**src/rtl/vga_stream_capture_pkg.sv**
```systemverilog
// Shared constants, capture FSM states and pixel truncation for the VGA stream capture sink.
// The address width is derived from the frame-buffer size.
package vga_stream_pkg;

    localparam int VGA_WIDTH     = 640;
    localparam int VGA_HEIGHT    = 480;
    localparam int SCALE_LOG2    = 2;
    localparam int SRC_WIDTH     = VGA_WIDTH >> SCALE_LOG2;
    localparam int SRC_HEIGHT    = VGA_HEIGHT >> SCALE_LOG2;
    localparam int NumPixels     = SRC_WIDTH * SRC_HEIGHT;
    localparam int NumColourBits = 12;
    localparam int AddrBits      = $clog2(NumPixels);

    typedef enum logic [1:0] {
        WAIT_SOP = 2'd0,
        RECEIVE  = 2'd1,
        RESYNC   = 2'd2
    } cap_state_t;

    // Keep the top 4 bits of each 10-bit channel: {R, G, B}.
    function automatic logic [NumColourBits-1:0] truncate_pixel(input logic [29:0] pix);
        return {pix[29:26], pix[19:16], pix[9:6]};
    endfunction

endpackage

```
**src/rtl/vga_stream_capture_pos_counter.sv**
```systemverilog
// Raster position tracker for the capture sink: x/y counters with clear, start and advance.
// The start operation places the counter on pixel 1, because the SOP beat itself is pixel 0.
module vga_pos_counter #(
    parameter int WIDTH      = 640,
    parameter int HEIGHT     = 480,
    parameter int SCALE_LOG2 = 2
) (
    input  logic       clk_i,
    input  logic       reset_i,
    input  logic       clear_i,
    input  logic       start_i,
    input  logic       advance_i,
    output logic [9:0] x_o,
    output logic [8:0] y_o,
    output logic       last_pixel_o,
    output logic       on_grid_o
);

    logic [9:0] x_q, x_d;
    logic [8:0] y_q, y_d;
    logic       x_at_end;
    logic       y_at_end;

    assign x_at_end = (x_q == 10'(WIDTH - 1));
    assign y_at_end = (y_q == 9'(HEIGHT - 1));

    always_comb begin
        x_d = x_q;
        y_d = y_q;
        if (clear_i) begin
            x_d = '0;
            y_d = '0;
        end else if (start_i) begin
            x_d = 10'd1;
            y_d = '0;
        end else if (advance_i) begin
            if (x_at_end) begin
                x_d = '0;
                y_d = y_at_end ? '0 : y_q + 9'd1;
            end else begin
                x_d = x_q + 10'd1;
            end
        end
    end

    always_ff @(posedge clk_i) begin
        if (reset_i) begin
            x_q <= '0;
            y_q <= '0;
        end else begin
            x_q <= x_d;
            y_q <= y_d;
        end
    end

    assign x_o          = x_q;
    assign y_o          = y_q;
    assign last_pixel_o = x_at_end && y_at_end;
    assign on_grid_o    = (x_q[SCALE_LOG2-1:0] == '0) && (y_q[SCALE_LOG2-1:0] == '0);

endmodule

```
**src/rtl/vga_stream_capture.sv**
```systemverilog
// Avalon-ST video sink: checks SOP/EOP framing, decimates the raster and writes a 12-bit buffer.
// Handshake: a beat moves on a cycle where valid && ready; ready is simply ~reset (no back-pressure).
module vga_stream_capture #(
    parameter int VGA_WIDTH  = vga_stream_pkg::VGA_WIDTH,
    parameter int VGA_HEIGHT = vga_stream_pkg::VGA_HEIGHT,
    parameter int SCALE_LOG2 = vga_stream_pkg::SCALE_LOG2
) (
    input  logic        clk,
    input  logic        reset,
    input  logic [29:0] data,
    input  logic        startofpacket,
    input  logic        endofpacket,
    input  logic        valid,
    output logic        ready,
    input  logic        capture_en,
    input  logic        err_clear,
    output logic        wr_en,
    output logic [14:0] wr_addr,
    output logic [11:0] wr_data,
    output logic        frame_done,
    output logic [15:0] frame_count,
    output logic        err_early_eop,
    output logic        err_missing_eop,
    output logic        err_sop_mid,
    output logic [1:0]  dbg_state
);

    import vga_stream_pkg::*;

    localparam int DST_WIDTH = VGA_WIDTH >> SCALE_LOG2;

    cap_state_t               state_q, state_d;
    logic                     cap_q, cap_d;
    logic                     wr_en_q, wr_en_d;
    logic [AddrBits-1:0]      wr_addr_q, wr_addr_d;
    logic [NumColourBits-1:0] wr_data_q, wr_data_d;
    logic                     done_q, done_d;
    logic [15:0]              count_q, count_d;
    logic                     early_q, missing_q, sop_mid_q;
    logic                     set_early, set_missing, set_sop_mid;

    logic                     accept;
    logic                     pos_clear, pos_start, pos_advance;
    logic [9:0]               pos_x;
    logic [8:0]               pos_y;
    logic                     last_pixel, on_grid;
    logic [AddrBits-1:0]      pix_addr;

    vga_pos_counter #(
        .WIDTH      (VGA_WIDTH),
        .HEIGHT     (VGA_HEIGHT),
        .SCALE_LOG2 (SCALE_LOG2)
    ) u_pos (
        .clk_i        (clk),
        .reset_i      (reset),
        .clear_i      (pos_clear),
        .start_i      (pos_start),
        .advance_i    (pos_advance),
        .x_o          (pos_x),
        .y_o          (pos_y),
        .last_pixel_o (last_pixel),
        .on_grid_o    (on_grid)
    );

    assign ready    = ~reset;
    assign accept   = valid && ready;
    assign pix_addr = AddrBits'((int'(pos_y) >> SCALE_LOG2) * DST_WIDTH
                                + (int'(pos_x) >> SCALE_LOG2));

    always_comb begin
        state_d     = state_q;
        cap_d       = cap_q;
        wr_en_d     = 1'b0;
        wr_addr_d   = wr_addr_q;
        wr_data_d   = wr_data_q;
        done_d      = 1'b0;
        count_d     = count_q;
        set_early   = 1'b0;
        set_missing = 1'b0;
        set_sop_mid = 1'b0;
        pos_clear   = 1'b0;
        pos_start   = 1'b0;
        pos_advance = 1'b0;

        if (accept) begin
            if (startofpacket) begin
                // SOP always restarts at pixel 0; an EOP on the same beat is then an early end.
                set_sop_mid = (state_q == RECEIVE);
                cap_d       = capture_en;
                if (capture_en) begin
                    wr_en_d   = 1'b1;
                    wr_addr_d = '0;
                    wr_data_d = truncate_pixel(data);
                end
                if (endofpacket) begin
                    set_early = 1'b1;
                    state_d   = WAIT_SOP;
                    pos_clear = 1'b1;
                end else begin
                    state_d   = RECEIVE;
                    pos_start = 1'b1;
                end
            end else begin
                case (state_q)
                    RECEIVE: begin
                        if (cap_q && on_grid) begin
                            wr_en_d   = 1'b1;
                            wr_addr_d = pix_addr;
                            wr_data_d = truncate_pixel(data);
                        end
                        if (last_pixel) begin
                            pos_clear = 1'b1;
                            if (endofpacket) begin
                                count_d = count_q + 16'd1;
                                done_d  = cap_q;
                                state_d = WAIT_SOP;
                            end else begin
                                set_missing = 1'b1;
                                state_d     = RESYNC;
                            end
                        end else if (endofpacket) begin
                            set_early = 1'b1;
                            state_d   = WAIT_SOP;
                            pos_clear = 1'b1;
                        end else begin
                            pos_advance = 1'b1;
                        end
                    end
                    RESYNC: begin
                        if (endofpacket) begin
                            state_d = WAIT_SOP;
                        end
                    end
                    default: begin
                    end
                endcase
            end
        end
    end

    always_ff @(posedge clk) begin
        if (reset) begin
            state_q   <= WAIT_SOP;
            cap_q     <= 1'b0;
            wr_en_q   <= 1'b0;
            wr_addr_q <= '0;
            wr_data_q <= '0;
            done_q    <= 1'b0;
            count_q   <= '0;
            early_q   <= 1'b0;
            missing_q <= 1'b0;
            sop_mid_q <= 1'b0;
        end else begin
            state_q   <= state_d;
            cap_q     <= cap_d;
            wr_en_q   <= wr_en_d;
            wr_addr_q <= wr_addr_d;
            wr_data_q <= wr_data_d;
            done_q    <= done_d;
            count_q   <= count_d;
            // Clear wins over a same-cycle set, so that cycle's new error is dropped.
            early_q   <= err_clear ? 1'b0 : (early_q   | set_early);
            missing_q <= err_clear ? 1'b0 : (missing_q | set_missing);
            sop_mid_q <= err_clear ? 1'b0 : (sop_mid_q | set_sop_mid);
        end
    end

    assign wr_en           = wr_en_q;
    assign wr_addr         = wr_addr_q;
    assign wr_data         = wr_data_q;
    assign frame_done      = done_q;
    assign frame_count     = count_q;
    assign err_early_eop   = early_q;
    assign err_missing_eop = missing_q;
    assign err_sop_mid     = sop_mid_q;
    assign dbg_state       = state_q;

endmodule

```
**config.mk**
```make
export PLATFORM = sky130hd
export DESIGN_NAME = vga_stream_capture
export DESIGN_NICKNAME = d
export VERILOG_FILES = /design/src/rtl/vga_stream_capture_pkg.sv /design/src/rtl/vga_stream_capture_pos_counter.sv /design/src/rtl/vga_stream_capture.sv
export SDC_FILE = /design/constraint.sdc
export NUM_CORES = 1
export LEC_CHECK = 0
export ABC_CLOCK_PERIOD_IN_PS = 4900
export BUFFER_PORTS_ARGS = -buffer_cell sky130_fd_sc_hd__clkbuf_2
export CORE_UTILIZATION = 30
export DETAILED_ROUTE_END_ITERATION = 16
export PLACE_DENSITY = 0.56
export SKIP_CTS_REPAIR_TIMING = 1
export SYNTH_ARGS = -nofsm -noshare
export SYNTH_HDL_FRONTEND = slang
export SYNTH_SLANG_ARGS = --single-unit
```
**constraint.sdc**
```tcl
create_clock -name clk -period 4.9 [get_ports clk]
set_input_delay 0.98 -clock clk [delete_from_list [all_inputs] [get_ports clk]]
set_output_delay 0.98 -clock clk [all_outputs]
set_load 0.01 [all_outputs]
```
==> results by stage <==
Timing:
- In the final timing run, aggregate negative setup slack is 0 ns.
- The final critical path takes up 62.9% of the cycle.
- Setup repair after global routing left no endpoint under its margin.
- At the pin with the least slew margin, the transition time is 0.794 ns.
- The number of hold violations in the final report is 0.
- In this run the tightest slew margin relative to its limit is 47.1%.
- The number of pins exceeding their max-slew limit in the final report was 0.
- The highest clock frequency the design can meet is 325 MHz.
- The setup violation total in the final timing report is 0.
- The routed design could run at a clock period as short as just over 3 ns.
- For the final database, setup skew stands at 0.00759 ns.

Synthesis:
- By area, the combinational part of the netlist is dominated by simple AND/OR/NAND/NOR gates.
- The count of distinct cell types in the synthesized netlist is 57.
- The synthesized netlist devotes ~18% of its cell area to compound gates.
- Dividing the synthesized area by the synthesized cell count gives 8.37 um^2.
- Summing the areas of all fa, ha and maj instances in the mapped netlist gives 7.26% of the synthesized area.
- The synthesized flop and latch total is 70.
- Of the post-synthesis cell area, the part taken by muxes is between 1 and 1.5%.
- After technology mapping, the gate count stands at 437.
- For this run, the leading register cell type out of synthesis is sky130_fd_sc_hd__dfxtp_1.
- The synthesized netlist devotes 25.1% of its cell area to simple gates.
- The share of the synthesized netlist area taken by xor and xnor gates is about 6%.
- The mapped netlist covers 0.00366 mm^2.
- Of the synthesized area, sequential elements account for 38.3%.
- Counting every net in the synthesized netlist gives approximately 500.
- The fraction of registers with async set or reset after synthesis is 0%.
- The number of synthesized flops with an enable pin is 0.
- The count of warnings emitted by yosys is 0.

Floorplanning:
- The number of standard-cell rows in the floorplan is 39.
- The area enclosed by the die boundary is around 0.013 mm^2.
- In this run the count of I/O pins placed on the die edge is 88.
- The floorplan step set the die height to ~110 um.
- The floorplan die width is 112 um.
- The core region is 0.0117 mm^2.
- The initial utilization of the core area, before any placement, comes to 31.3%.

Critical path:
- Walking the worst path, the cells encountered are clkbuf_2 -> buf_4 -> inv_1 -> clkbuf_2.
- The worst setup path endpoint is ready.
- The launching element type of the critical path is an input port.
- The worst path arrival time is 2.10 ns.
- The minimum setup slack among reg-to-reg paths is 1.86 ns.
- In this run the worst path has a maximum fanout of 42.
- The worst setup path is captured at an output pin.
- Measured in cells, the most critical reg-to-reg path has a length of 8.
- The most repeated library cell on the critical path is sky130_fd_sc_hd__clkbuf_2.
- The kind of critical path is input port to output pin.
- The delay contributed by the slowest stage of the critical path is 0.43 ns.
- The critical path starts at reset.
- In this run the critical register-to-register path is captured at wr_addr[14]$_SDFFE_PP0P_.
- STA puts the critical path data required time at about 3.9 ns.
- For this design, the slowest cell found on the critical path is sky130_fd_sc_hd__buf_4.
- The start of the worst register-to-register path is u_pos.y_o[3]$_SDFFE_PP0P_.

Power:
- The worst-case vdd ir drop is between 0.1 and 0.15 mV.
- In this run the power density over the cells is between 200 and 300 mW/mm^2.
- For this design the static power due to leakage is 1.73 nW.

Clocking:
- The maximum clock insertion buffer count is 2.
- The clock tree from TritonCTS is done.
- The latest clock arrival within the worst-skew pair is roughly 0.33 ns.
- TritonCTS created 9 clock buffers.
- The H-tree depth reported by CTS is 3.
- Clock tree synthesis selected as its root buffer the cell sky130_fd_sc_hd__clkbuf_16.
- The clock-pin transition on the worst setup and hold timing paths is ~0.050 ns.
- The clock sink total is 70.

Place:
- During placement, the flow inserted port buffers numbering 69.
- The post-detailed-placement half-perimeter wirelength is 6380 um.
- The placer congestion estimate is 0.773.
- The count of placed standard cells including taps is 634.

Route:
- The routed layout has 3,335 vias.
- The antenna violation net count after detailed routing is 0.
- The number of vias per cell is 5.13.
- The final layout contains routed wiring with a total length of 8760 um.
- In this run, the number of DRC markers left after iteration 0 of detailed routing was 143.
- The detailed route wirelength on metal2 is 3920 um.
- The detailed router put a total of 4220 um of wire on met1.
- The number of detailed-route iterations in the first pass is 4.
- The highest metal layer with signal wires is met4.
- Summed over all nets, wire length on met3 after detailed routing comes to 470 um.
- The detail-routed net length per standard cell is 13.5 um.
- In the routed design, unresolved DRC markers number 0.

Global route:
- The total global-route track usage is around 15%.
- The via count of the first global-routing pass came to 3,075.
- The initial antenna violation count was 0.
- The remaining global-route overflow is 0.
- Entering global routing, the biggest net connects between 40 and 50 pins.
- The first global-routing pass estimated 14,800 um of wire.

Layout:
- The fraction of final layout cells with drive strength greater than 1 is 18.9%.
- The number of inserted diodes is 0.
- The number of standard cells in the final layout excluding fillers is 650.
- The final layout net count is ~560.
- Relative to the synthesized area, the layout overhead comes to 21.4%.

Min path:
- The number of instances on the worst hold path is 2.
- The worst hold path class is flop to flop.
- The beginning of the worst hold path is wr_data[3]$_SDFFE_PP0P_.

Flow run:
- The number of maximum-capacitance constraint violations is 0.

Run status:
- The flow ran to the end, and the final reports show no timing, DRC or antenna violations.
[metrics by stage]
stage | util, % | worst slack [ns] | power, W | instance area (um^2) | hold slack [ns]
after CTS | 38.1 | 1.80 | 0.00133 | 4440 | 0.459
after floorplan | - | 2.28 | 0.000613 | 3660 | 0.457
final | 38.1 | 1.82 | 0.00131 | 4440 | 0.456
after global routing | 38.1 | 1.61 | 0.00135 | 4440 | 0.479
after detailed placement | 35.4 | 1.59 | 0.000631 | 4120 | 0.451
after global placement | 35.4 | 1.61 | 0.000630 | 4120 | 0.444
[flip-flops by register name (all words and copies together) (netlist names)]
| name | cells |
|---|---|
| err_missing_eop | 1 |
| wr_data | 12 |
| u_pos.y_o | 9 |
| cap_q | 1 |
| err_sop_mid | 1 |
| frame_count | 16 |
| wr_en | 1 |
| frame_done | 1 |
| err_early_eop | 1 |
| u_pos.x_o | 10 |
| dbg_state | 2 |
| wr_addr | 15 |
[critical path, delay by kind of cell]
family	cells	cell delay (ns)
buffers and inverters	4	1.09
[layout by cell type, fill, tap and decap left out, types with 5 or more instances in the layout]
cell type,n
sky130_fd_sc_hd__nor4_1,7
sky130_fd_sc_hd__nor2b_1,5
sky130_fd_sc_hd__a21oi_1,33
sky130_fd_sc_hd__a211oi_1,12
sky130_fd_sc_hd__clkbuf_2,69
sky130_fd_sc_hd__xnor2_1,17
sky130_fd_sc_hd__clkbuf_16,9
sky130_fd_sc_hd__nor3_1,12
sky130_fd_sc_hd__or3_1,10
sky130_fd_sc_hd__ha_1,18
sky130_fd_sc_hd__o21ai_0,19
sky130_fd_sc_hd__and3_1,8
sky130_fd_sc_hd__nand4_1,7
sky130_fd_sc_hd__xor2_1,5
sky130_fd_sc_hd__dfxtp_1,70
sky130_fd_sc_hd__nand2_1,45
sky130_fd_sc_hd__nand3_1,17
sky130_fd_sc_hd__a22oi_1,11
sky130_fd_sc_hd__inv_1,20
sky130_fd_sc_hd__nor2_1,46
[synthesized netlist by cell type, types with 2 or more instances]
cell type | n | area (um^2)
sky130_fd_sc_hd__nand4_1 | 7 | 43.8
sky130_fd_sc_hd__fa_1 | 2 | 40.0
sky130_fd_sc_hd__a31oi_1 | 3 | 18.8
sky130_fd_sc_hd__and2_1 | 2 | 12.5
sky130_fd_sc_hd__o41ai_1 | 2 | 17.5
sky130_fd_sc_hd__nor3_1 | 12 | 60.1
sky130_fd_sc_hd__xor2_1 | 5 | 43.8
sky130_fd_sc_hd__o211ai_1 | 2 | 15.0
sky130_fd_sc_hd__nand2b_1 | 3 | 18.8
sky130_fd_sc_hd__inv_1 | 20 | 75.1
sky130_fd_sc_hd__a2111oi_0 | 2 | 17.5
sky130_fd_sc_hd__a311oi_1 | 2 | 17.5
sky130_fd_sc_hd__o21a_1 | 2 | 15.0
sky130_fd_sc_hd__o21ai_0 | 19 | 95.1
sky130_fd_sc_hd__a21o_1 | 2 | 15.0
sky130_fd_sc_hd__o31ai_1 | 4 | 30.0
sky130_fd_sc_hd__and4_1 | 2 | 17.5
sky130_fd_sc_hd__mux2_1 | 2 | 22.5
sky130_fd_sc_hd__nor4_1 | 7 | 43.8
sky130_fd_sc_hd__dfxtp_1 | 70 | 1400
sky130_fd_sc_hd__xnor2_1 | 17 | 149
sky130_fd_sc_hd__nor2b_1 | 5 | 31.3
sky130_fd_sc_hd__buf_2 | 4 | 20.0
sky130_fd_sc_hd__nand2_1 | 45 | 169
sky130_fd_sc_hd__nor2_1 | 46 | 173
sky130_fd_sc_hd__nand4b_1 | 2 | 17.5
sky130_fd_sc_hd__a22oi_1 | 11 | 82.6
sky130_fd_sc_hd__o21bai_1 | 2 | 15.0
sky130_fd_sc_hd__ha_1 | 18 | 225
sky130_fd_sc_hd__or3_1 | 10 | 62.6
sky130_fd_sc_hd__clkbuf_1 | 13 | 48.8
sky130_fd_sc_hd__or4_1 | 3 | 22.5
sky130_fd_sc_hd__nand3_1 | 17 | 85.1
sky130_fd_sc_hd__a211oi_1 | 12 | 90.1
sky130_fd_sc_hd__and3_1 | 8 | 50.1
sky130_fd_sc_hd__a21oi_1 | 33 | 165
[worst min-delay path by stage]
stage / end / slack (ns)
6_report: wr_data[3]$_SDFFE_PP0P_ / 0.46
5_1_grt: wr_data[10]$_SDFFE_PP0P_ / 0.48
4_1_cts: wr_data[10]$_SDFFE_PP0P_ / 0.46
3_5_place_dp: wr_data[11]$_SDFFE_PP0P_ / 0.45
3_3_place_gp: wr_data[1]$_SDFFE_PP0P_ / 0.44
2_1_floorplan: u_pos.x_o[1]$_SDFFE_PP0P_ / 0.46
[layer usage]
metal,up-vias,track usage [%]
met4,0,5.24
met1,1548,19.4
met2,70,23.1
met5,-,0
met3,13,3.29
li1,1704,-
[cell families after synthesis]
logic type	count (synthesis)
flip-flops	70
adder cells (fa/ha/maj)	20
multiplexers	4
buffers and inverters	38
AND/OR/NAND/NOR	179
AO/OA/AOI/OAI	103
XOR/XNOR	23
[layout make-up]
type,count,area (um^2)
Timing Repair Buffer,72,368
Fill cell,1239,7220
Inverter,20,75.1
Clock buffer,12,246
Multi-Input combinational cell,329,2100
Tap cell,143,179
Clock inverter,4,70.1
Sequential cell,70,1400
[report_power, final]
group | internal, W | leakage [nW] | total (W) | switching [W]
registers | 0.000572 | 0.564 | 0.000575 | 0.00000221
clock network | 0.000458 | 0.157 | 0.000692 | 0.000235
logic | 0.0000147 | 1.01 | 0.0000433 | 0.0000286
No activity file was read; power rests on OpenSTA's default activity.
